[config.mk]
export PLATFORM = sky130hd
export DESIGN_NAME = compute_scheduler
export DESIGN_NICKNAME = d
export VERILOG_FILES = /design/src/rtl/compute_scheduler.sv
export SDC_FILE = /design/constraint.sdc
export NUM_CORES = 1
export LEC_CHECK = 0
export ABC_CLOCK_PERIOD_IN_PS = 2200
export BUFFER_PORTS_ARGS = -buffer_cell sky130_fd_sc_hd__buf_2
export CAP_MARGIN = 20
export CORE_MARGIN = 2
export CORE_UTILIZATION = 23
export DETAILED_ROUTE_END_ITERATION = 10
export GPL_TIMING_DRIVEN = 0
export HOLD_SLACK_MARGIN = 0.1
export PLACE_DENSITY = 0.46
export SYNTH_ARGS = -nofsm -noshare
export SYNTH_HDL_FRONTEND = slang
export SYNTH_SLANG_ARGS = --single-unit
[constraint.sdc]
create_clock -name clk -period 2.2 [get_ports clk]
set_clock_uncertainty 0.05 [all_clocks]
set_input_delay 0.22 -clock clk [delete_from_list [all_inputs] [get_ports clk]]
set_output_delay 0.22 -clock clk [all_outputs]
set_load 0.02 [all_outputs]
[src/rtl/compute_scheduler.sv]
// compute_scheduler: queues engine commands in a FIFO and sequences one engine at a time
// through start, run and response, with timeout, abort and an OK-completion counter.
module compute_scheduler #(
    parameter int FIFO_DEPTH = 4,
    parameter int NUM_ENG    = 4
) (
    input  logic                clk,
    input  logic                rst_n,
    input  logic                cmd_valid,
    output logic                cmd_ready,
    input  logic [1:0]          cmd_op,
    input  logic [3:0]          cmd_len,
    output logic [NUM_ENG-1:0]  eng_start,
    output logic [NUM_ENG-1:0]  eng_working,
    input  logic [NUM_ENG-1:0]  eng_done,
    output logic [3:0]          vector_length,
    output logic [1:0]          sel,
    input  logic [15:0]         timeout_cycles,
    input  logic                abort,
    output logic                rsp_valid,
    input  logic                rsp_ready,
    output logic [1:0]          rsp_status,
    output logic                busy,
    output logic [7:0]          done_count
);
    localparam int AW = $clog2(FIFO_DEPTH);
    typedef enum logic [1:0] {IDLE, START, RUN, RESP} state_t;
    state_t state_q, state_d;
    logic [1:0] op_mem_q [FIFO_DEPTH];
    logic [1:0] op_mem_d [FIFO_DEPTH];
    logic [3:0] len_mem_q [FIFO_DEPTH];
    logic [3:0] len_mem_d [FIFO_DEPTH];
    logic [AW:0] wr_q, wr_d, rd_q, rd_d;
    logic [1:0] sel_q, sel_d, status_q, status_d;
    logic [3:0] len_q, len_d;
    logic [15:0] cnt_q, cnt_d;
    logic [7:0] dcnt_q, dcnt_d;
    logic empty, full, push, pop, hit, timeout;
    logic [1:0] head_op;
    logic [3:0] head_len;
    logic [NUM_ENG-1:0] onehot;

    always_comb begin
        empty = wr_q == rd_q;
        full = (wr_q[AW] != rd_q[AW]) && (wr_q[AW-1:0] == rd_q[AW-1:0]);
        pop = (state_q == IDLE) && !empty;
        // a pop frees a slot this cycle, so a full FIFO can still accept
        cmd_ready = !full || pop;
        push = cmd_valid && cmd_ready;
        head_op = op_mem_q[rd_q[AW-1:0]];
        head_len = len_mem_q[rd_q[AW-1:0]];
        onehot = NUM_ENG'(1) << sel_q;
        hit = |(eng_done & onehot);
        timeout = (timeout_cycles != 16'd0) && (cnt_q + 16'd1 == timeout_cycles);
        op_mem_d = op_mem_q;
        len_mem_d = len_mem_q;
        if (push) begin
            op_mem_d[wr_q[AW-1:0]] = cmd_op;
            len_mem_d[wr_q[AW-1:0]] = cmd_len;
        end
        wr_d = wr_q + (AW+1)'(push);
        rd_d = rd_q + (AW+1)'(pop);
        state_d = state_q;
        sel_d = sel_q;
        len_d = len_q;
        status_d = status_q;
        cnt_d = cnt_q;
        dcnt_d = dcnt_q;
        case (state_q)
            IDLE: if (!empty) begin
                sel_d = head_op;
                len_d = head_len;
                status_d = 2'd0;
                state_d = START;
                if (head_len < 4'd2 || int'(head_op) >= NUM_ENG) begin
                    status_d = 2'd3;
                    state_d = RESP;
                end
            end
            START: begin
                cnt_d = 16'd0;
                state_d = RUN;
            end
            RUN: begin
                cnt_d = cnt_q + 16'd1;
                state_d = (abort || hit || timeout) ? RESP : RUN;
                status_d = abort ? 2'd2 : hit ? 2'd0 : 2'd1;
            end
            RESP: if (rsp_ready) begin
                state_d = IDLE;
                dcnt_d = dcnt_q + 8'(status_q == 2'd0);
            end
            default: state_d = IDLE;
        endcase
    end

    always_ff @(posedge clk or negedge rst_n) begin
        if (!rst_n) begin
            state_q <= IDLE;
            op_mem_q <= '{default: '0};
            len_mem_q <= '{default: '0};
            wr_q <= '0;
            rd_q <= '0;
            sel_q <= '0;
            len_q <= '0;
            status_q <= '0;
            cnt_q <= '0;
            dcnt_q <= '0;
        end else begin
            state_q <= state_d;
            op_mem_q <= op_mem_d;
            len_mem_q <= len_mem_d;
            wr_q <= wr_d;
            rd_q <= rd_d;
            sel_q <= sel_d;
            len_q <= len_d;
            status_q <= status_d;
            cnt_q <= cnt_d;
            dcnt_q <= dcnt_d;
        end
    end

    // engine controls decode straight from the state flop so reset drops them at once
    assign eng_start = (state_q == START) ? onehot : '0;
    assign eng_working = (state_q == START || state_q == RUN) ? onehot : '0;
    assign rsp_valid = state_q == RESP;
    assign rsp_status = status_q;
    assign sel = sel_q;
    assign vector_length = len_q;
    assign busy = (state_q != IDLE) || !empty;
    assign done_count = dcnt_q;
endmodule

==> reports/metrics.cfg, run 1 <==
[yosys]
ys_seq_area_frac=0.422
synth-seq-cells=64
netlist_area_um2=3800
synth_top_area_cell=dfrtp_1
synth_top_area_share=0.422
synth_nets=406
syn_avg_cell_area_um2=10.4
yosysWarningCount=0
synth_area_leaders=dfrtp_1 (42%), mux2_2 (6.2%), mux2_4 (4.7%)
synth_edf_count=0
ys_async_sr_fraction=1.00
ys_types=50
synthFlopType=dfrtp_1
synthCells=364

[clock_tree]
path_clk_slew_ps=60
insertion_delay_ps=330
cts_made_buffers=9
clock-root-buffer=clkbuf_16
cts_tree=yes
cts.path.max_buffers=2
cts_max_level=3
cts.sinks=64

[floorplan]
num_rows=46
start_util=0.237
dieArea_um2=17600
pin_count=58
die_w_um=132
fp.coreArea_um2=16000
die_y_um=132

[global_route]
grtUsageTotal=0.118
grt_max_degree=65
grt_overflow=0
grt_pass1_wl_mm=16.3
antenna_found_initial=0
grt_pass1_vias=3046

[detailed_routing]
via_per_inst=4.61
ant_nets=0
num_vias=3070
drt_iter0_markers=123
drt_pass1_iterations=4
drcViolationCount=0
post_drt_wl_per_cell_um=15.3
routed_wl_mm=10.2

[cells_and_area]
drive_above_1_share=0.371
num_antenna_cells=0
fin_util=0.312
area_growth_pct=31.3
layout.nets=487

[placement]
dp_hpwl_mm=7.19
portBuffers=57
place.gp.congestion=0.856

[sta]
finalSetupViolations=0
fin_crit_ps=2200
hold_ws_ps=123
slew_headroom=0.431
tightest_slew_ps=853
max_freq_mhz=455
final.period_utilization=0.999
hold_viol_final=0
drv_slew=0
grt_setup_unrepaired=true

[pwr]
leakage_nw=2.18
worst_ir_drop_vdd_mv=0.661
power_density_nw_per_um2=1360

[setup_path]
r2r_slack_ps=3
path_class=flip-flop to flip-flop
cp_data_required_time_ps=2390
path_max_fanout=10
critPathArrivalTime_ps=2390
crit_path_start_kind=flip-flop
crit_path_end_kind=flip-flop

[min_path]
hold_path_class=primary input to flip-flop

[status]
status=completed

[flow_run]
max_cap_viol_count=0

[per-layer routing]
metal,part of all wire,up-vias,GRT usage
li1,-,1472,-
met1,0.48,1506,0.168
met2,0.44,84,0.174
met3,0.066,8,0.0345
met4,0.010,0,0.0352
met5,0,-,0
[synthesized netlist by cell type (4+ instances only)]
cell type,n
nor3b_1,8
nand2_1,26
dfrtp_1,64
a21oi_1,12
buf_6,4
clkbuf_1,13
mux4_2,7
xor2_1,17
xnor2_1,14
and3b_1,4
o22ai_1,11
inv_1,22
nor2b_1,5
nor4_1,6
nor2_1,12
mux2_2,21
ha_1,11
nand3_1,18
and3_1,9
o21ai_0,19
nand4_1,6
mux2_4,12
[cell type report]
type | instances | area [um^2]
Buffer | 17 | 118
Clock buffer | 9 | 225
Clock inverter | 7 | 93.8
Fill cell | 1729 | 11000
Inverter | 22 | 82.6
Multi-Input combinational cell | 257 | 2150
Sequential cell | 64 | 1610
Tap cell | 216 | 270
Timing Repair Buffer | 74 | 434
[stage by stage]
stage | total power (W) | setup WS [ps] | instance area, um^2 | instances | setup TNS (ps)
after floorplan | 0.00387 | 71.6 | 3800 | 364 | 0
after global placement | 0.00470 | -374 | 4360 | 637 | -6410
after detailed placement | 0.00477 | -413 | 4360 | 637 | -7450
after CTS | 0.00663 | 1.75 | 4880 | 660 | 0
after global routing | 0.00719 | -85.6 | 4990 | 666 | -207
final | 0.00676 | 2.71 | 4990 | 666 | 0
[timing repair]
| item | 4_1_cts | 5_1_grt |
|---|---|---|
| gates resized for setup | 31 | 14 |
| hold buffers | 1 | 0 |
| hold endpoints to repair | 64 | 0 |
| buffers inserted | 10 | 6 |
| endpoints found under the setup margin | 37 | 37 |
| pin swaps | 6 | 3 |
[worst paths after layout]
| kind | from | endpoint | cells after the start |
|---|---|---|---|
| setup reg to reg | cnt_q[2] | state_q[0] | 8 |
| max in group asynchronous | rst_n | wr_q[0] | 2 |
| min in group asynchronous | rst_n | cnt_q[0] | 2 |
| hold / removal | cmd_len[0] | len_mem_q[4] | 2 |
| hold reg to reg | done_count[7] | done_count[7] | 1 |
| setup / recovery | cnt_q[2] | state_q[0] | 8 |
[worst max-delay path, cell delays in order (launching register included)]
cell     delay, ps
dfrtp_1        350
buf_4          160
nand4_1        230
buf_6          180
nor2_1          70
o21ai_0        200
nand2_1         80
or4_4          550
o31ai_2        230
[layout by cell type, fill, tap and decap left out, types with 3 or more instances in the layout]
cell type / Yosys / routed
and4_1: 3 / 3
buf_6: 4 / 5
inv_1: 22 / 22
clkbuf_16: 0 / 9
nor4_1: 6 / 4
nand3_1: 18 / 17
nor2_1: 12 / 10
mux4_2: 7 / 7
ha_1: 11 / 8
o22ai_1: 11 / 11
nand4_1: 6 / 6
a21oi_1: 12 / 11
buf_4: 0 / 17
and3_1: 9 / 9
mux2_4: 12 / 12
a21o_1: 3 / 3
o21ai_0: 19 / 19
and3b_1: 4 / 4
xor2_1: 17 / 15
xnor2_1: 14 / 13
dfrtp_2: 0 / 7
nor3b_1: 8 / 8
mux2_2: 21 / 21
buf_2: 3 / 57
nor2b_1: 5 / 3
clkbuf_1: 13 / 6
nand2_1: 26 / 26
dfrtp_1: 64 / 57
[flip-flops by register name (all words and copies together), names as in the netlist]
register	count
cnt_q	16
sel	2
rsp_status	2
done_count	8
vector_length	4
wr_q	3
rd_q	3
len_mem_q	16
op_mem_q	8
state_q	2
[cells by family after synthesis]
kind of cell / synth area share
and+or+nand+nor: 0.154
AOI/OAI and AO/OA: 0.111
DFF: 0.422
buffers and inverters: 0.0514
muxes: 0.154
xor gates and xnor gates: 0.0715
adders and majority gates: 0.0362
[where the power goes]
part / switching (W) / internal, W / total, W
Combinational: 0.00167 / 0.00164 / 0.00331
Sequential: 0.000288 / 0.00162 / 0.00191
Clock: 0.000553 / 0.000991 / 0.00154
Note: power is estimated with default switching activity, not from simulation.
==> inputs of run 2 (changes only) <==
- ABC_AREA: not set -> 1
- PLACE_DENSITY: 0.46 -> 0.47
==> run 2 against run 1 <==
  * Clock-buffer cell count rose by 1
  * First-iteration DRC count rose by 8.9%
  * Sequential cell count did not move
  * Synthesized area fell by 3.0%
  * Hold slack got worse by 10 ps
  * Fmax rose by 7.4%
  * Global-route usage rose by 0.66 points
  * Synthesized cell count rose by 26%
  * Routed wire length fell by 0.30%
  * Sequential share of layout area rose by 2.0 points
==> reports/metrics.cfg, run 2 <==
[status]
status=completed  ; unchanged

[min_path]
hold_path_class=primary input to flip-flop  ; unchanged
min_from=cmd_len[3]  ; was cmd_len[0]
worstHoldPathCells=3  ; was 2

[clock_tree]
insertion_delay_ps=330  ; about the same
cts_max_level=3  ; unchanged
path_clk_slew_ps=60  ; about the same
cts.sinks=64  ; unchanged
cts_tree=yes  ; unchanged
cts.path.max_buffers=2  ; unchanged
clock-root-buffer=clkbuf_16  ; unchanged
cts_made_buffers=9  ; unchanged

[cells_and_area]
top_regs=cnt_q x16, len_mem_q x16  ; unchanged
drive_above_1_share=0.203  ; was 0.371
mostFrequentLayoutCells=nand2_1 (116), dfrtp_1 (62), inv_1 (59)  ; was buf_2 (57), dfrtp_1 (57), nand2_1 (26)
layout.nets=573  ; was 487
fin_util=0.296  ; was 0.312
n_fill_cell=1732  ; was 1729
area_growth_pct=26.9  ; was 31.3%
num_antenna_cells=0  ; unchanged
final_common_cell=nand2_1

[global_route]
grtUsageTotal=0.125  ; was 0.118
antenna_found_initial=0  ; unchanged
grt_max_degree=65  ; unchanged
grt_pass1_wl_mm=16.3  ; about the same
grt_overflow=0  ; unchanged
grt_pass1_vias=3324  ; was 3046

[yosys]
synth_top_area_share=0.435  ; was 0.422
synth_edf_count=0  ; unchanged
ys_seq_area_frac=0.435  ; was 0.422
synth_area_leaders=dfrtp_1 (43%), nand2_1 (12%), inv_1 (6.1%)  ; was dfrtp_1 (42%), mux2_2 (6.2%), mux2_4 (4.7%)
synth_top_area_cell=dfrtp_1  ; unchanged
post-synth-top-count-cell=nand2_1  ; was dfrtp_1
ys_types=31  ; was 50
synth_commonest_cells=nand2_1 (117), dfrtp_1 (64), inv_1 (60)  ; was dfrtp_1 (64), nand2_1 (26), inv_1 (22)
syn_avg_cell_area_um2=8.03  ; was 10.4 um^2
synthFlopType=dfrtp_1  ; unchanged
netlist_area_um2=3680  ; was 3800 um^2
synthCells=459  ; was 364
ys_async_sr_fraction=1.00  ; unchanged
synth-seq-cells=64  ; unchanged
yosysWarningCount=0  ; unchanged
synth_nets=501  ; was 406

[pwr]
p_sw_frac=0.404  ; was 0.371
seq_power_share=0.318  ; was 0.282
leakage_nw=2.24  ; was 2.18 nW
power_w=0.00613  ; was 0.00676 W
pwr-share-clk=0.277  ; was 0.228
combPwrFrac=0.405  ; was 0.490
internal_power_w=0.00366  ; was 0.00425 W
worst_ir_drop_vdd_mv=0.703  ; was 0.661 mV
p_sw_w=0.00248  ; was 0.00251 W
power_density_nw_per_um2=1310  ; was 1360 nW/um^2

[detailed_routing]
ant_nets=0  ; unchanged
drt_pass1_iterations=4  ; unchanged
post_drt_wl_per_cell_um=13.5  ; was 15.3 um
num_vias=3291  ; was 3070
drcViolationCount=0  ; unchanged
routed_wl_mm=10.2  ; about the same
drt_iter0_markers=134  ; was 123
via_per_inst=4.38  ; was 4.61

[placement]
dp_hpwl_mm=7.57  ; was 7.19 mm
portBuffers=57  ; unchanged
place.gp.congestion=0.803  ; was 0.856

[sta]
slew_headroom=0.433  ; was 0.431
grt_setup_unrepaired=false  ; was true
tns_ps=0  ; unchanged
drv_slew=0  ; unchanged
hold_ws_ps=113  ; was 123 ps
finalSetupViolations=0  ; unchanged
fin_crit_ps=2050  ; was 2200 ps
tightest_slew_ps=851  ; was 853 ps
max_freq_mhz=489  ; was 455 MHz
final.period_utilization=0.930  ; was 0.999
hold_viol_final=0  ; unchanged

[setup_path]
path_max_fanout=9  ; was 10
crit_start=rd_q[1]  ; was cnt_q[2]
crit_path_end_kind=flip-flop  ; unchanged
critPathArrivalTime_ps=2220  ; was 2390 ps
cp_data_required_time_ps=2370  ; was 2390 ps
r2r.worst_path.cells=9  ; was 8
path_class=flip-flop to flip-flop  ; unchanged
rr_startpoint=rd_q[1]  ; was cnt_q[2]
crit_path_start_kind=flip-flop  ; unchanged
r2r_slack_ps=150  ; was 3 ps

[floorplan]
start_util=0.234  ; was 0.237
fp.coreArea_um2=15800  ; was 16000 um^2
die_w_um=131  ; was 132 um
pin_count=58  ; unchanged
num_rows=46  ; unchanged
dieArea_um2=17000  ; was 17600 um^2
die_y_um=131  ; was 132 um

[flow_run]
max_cap_viol_count=0  ; unchanged

run 2: cell count changes after synthesis, sizes merged, moves of 7 or more:
cell | before | now
nor2 | 12 | 49
mux2 | 33 | 13
nor3b | 9 | 1
and3 | 9 | 0
xnor2 | 14 | 5
o21ai | 19 | 32
inv | 22 | 61
nand3 | 18 | 38
nand2 | 26 | 119
xor2 | 17 | 9
clkbuf | 13 | 3
mux4 | 7 | 0
run 2: cells by family (layout without fill, tap and decap cells):
kind of cell	count (synthesis)	after routing	share of synthesized area
simple gates	221	221	0.266
compound gates	67	67	0.101
buf+inv	67	144	0.0700
flops	64	64	0.435
xor+xnor	16	16	0.0455
mux	13	13	0.0459
fa+ha+maj	11	11	0.0374
run 2: final cells by class:
cell class | count | area, um^2 | area share
clock inverters | 6 | 116 | 0.0249
flip-flops and latches | 64 | 1600 | 0.343
inverters | 61 | 229 | 0.0490
multi-input cells | 328 | 1850 | 0.396
plain buffers | 5 | 25.0 | 0.00535
repair buffers | 62 | 338 | 0.0723
well taps | 216 | 270 | 0.0578
clock buffers | 10 | 239 | 0.0511
run 2: repair_timing:
action	4_1_cts	5_1_grt
buffers inserted	0	0
gates cloned	0	0
hold buffers	5	0
endpoints found under the hold margin	69	0
setup endpoints to repair	5	9
resized for setup	1	10
run 2: routing by layer:
metal,share of wire,global-route usage
met3,0.048,0.0358
met1,0.45,0.151
met4,0.017,0.0438
met2,0.49,0.214
met5,0,0
run 2: worst max-delay path, stage by stage (launching register included):
cell and delay [ps]:
dfrtp_2 490, inv_2 180, nand2_1 90, a21oi_2 220
nand2_1 90, nand2_2 130, inv_1 140, ha_1 210
ha_1 190, xor2_1 140
run 2: power groups by stage:
stage,sequential [W],combinational (W),clock [W]
2_1_floorplan,0.00199,0.00163,0
3_3_place_gp,0.00196,0.00244,0
3_5_place_dp,0.00197,0.00249,0
4_1_cts,0.00195,0.00251,0.00176
5_1_grt,0.00201,0.00277,0.00181
6_report,0.00195,0.00248,0.00170
run 2: through the flow:
step | instance area [um^2] | std cells | worst slack, ps
after floorplan | 3680 | 459 | 286
after global placement | 4240 | 732 | -14.1
after detailed placement | 4240 | 732 | -90.6
after CTS | 4650 | 752 | 7.30
after global routing | 4670 | 752 | 18.3
final | 4670 | 752 | 154
run 2: worst paths after layout:
kind,to
hold / removal,len_mem_q[3]
setup reg to reg,rd_q[2]
setup / recovery,rd_q[2]
max in group asynchronous,rd_q[1]
min in group asynchronous,cnt_q[11]
hold reg to reg,done_count[7]
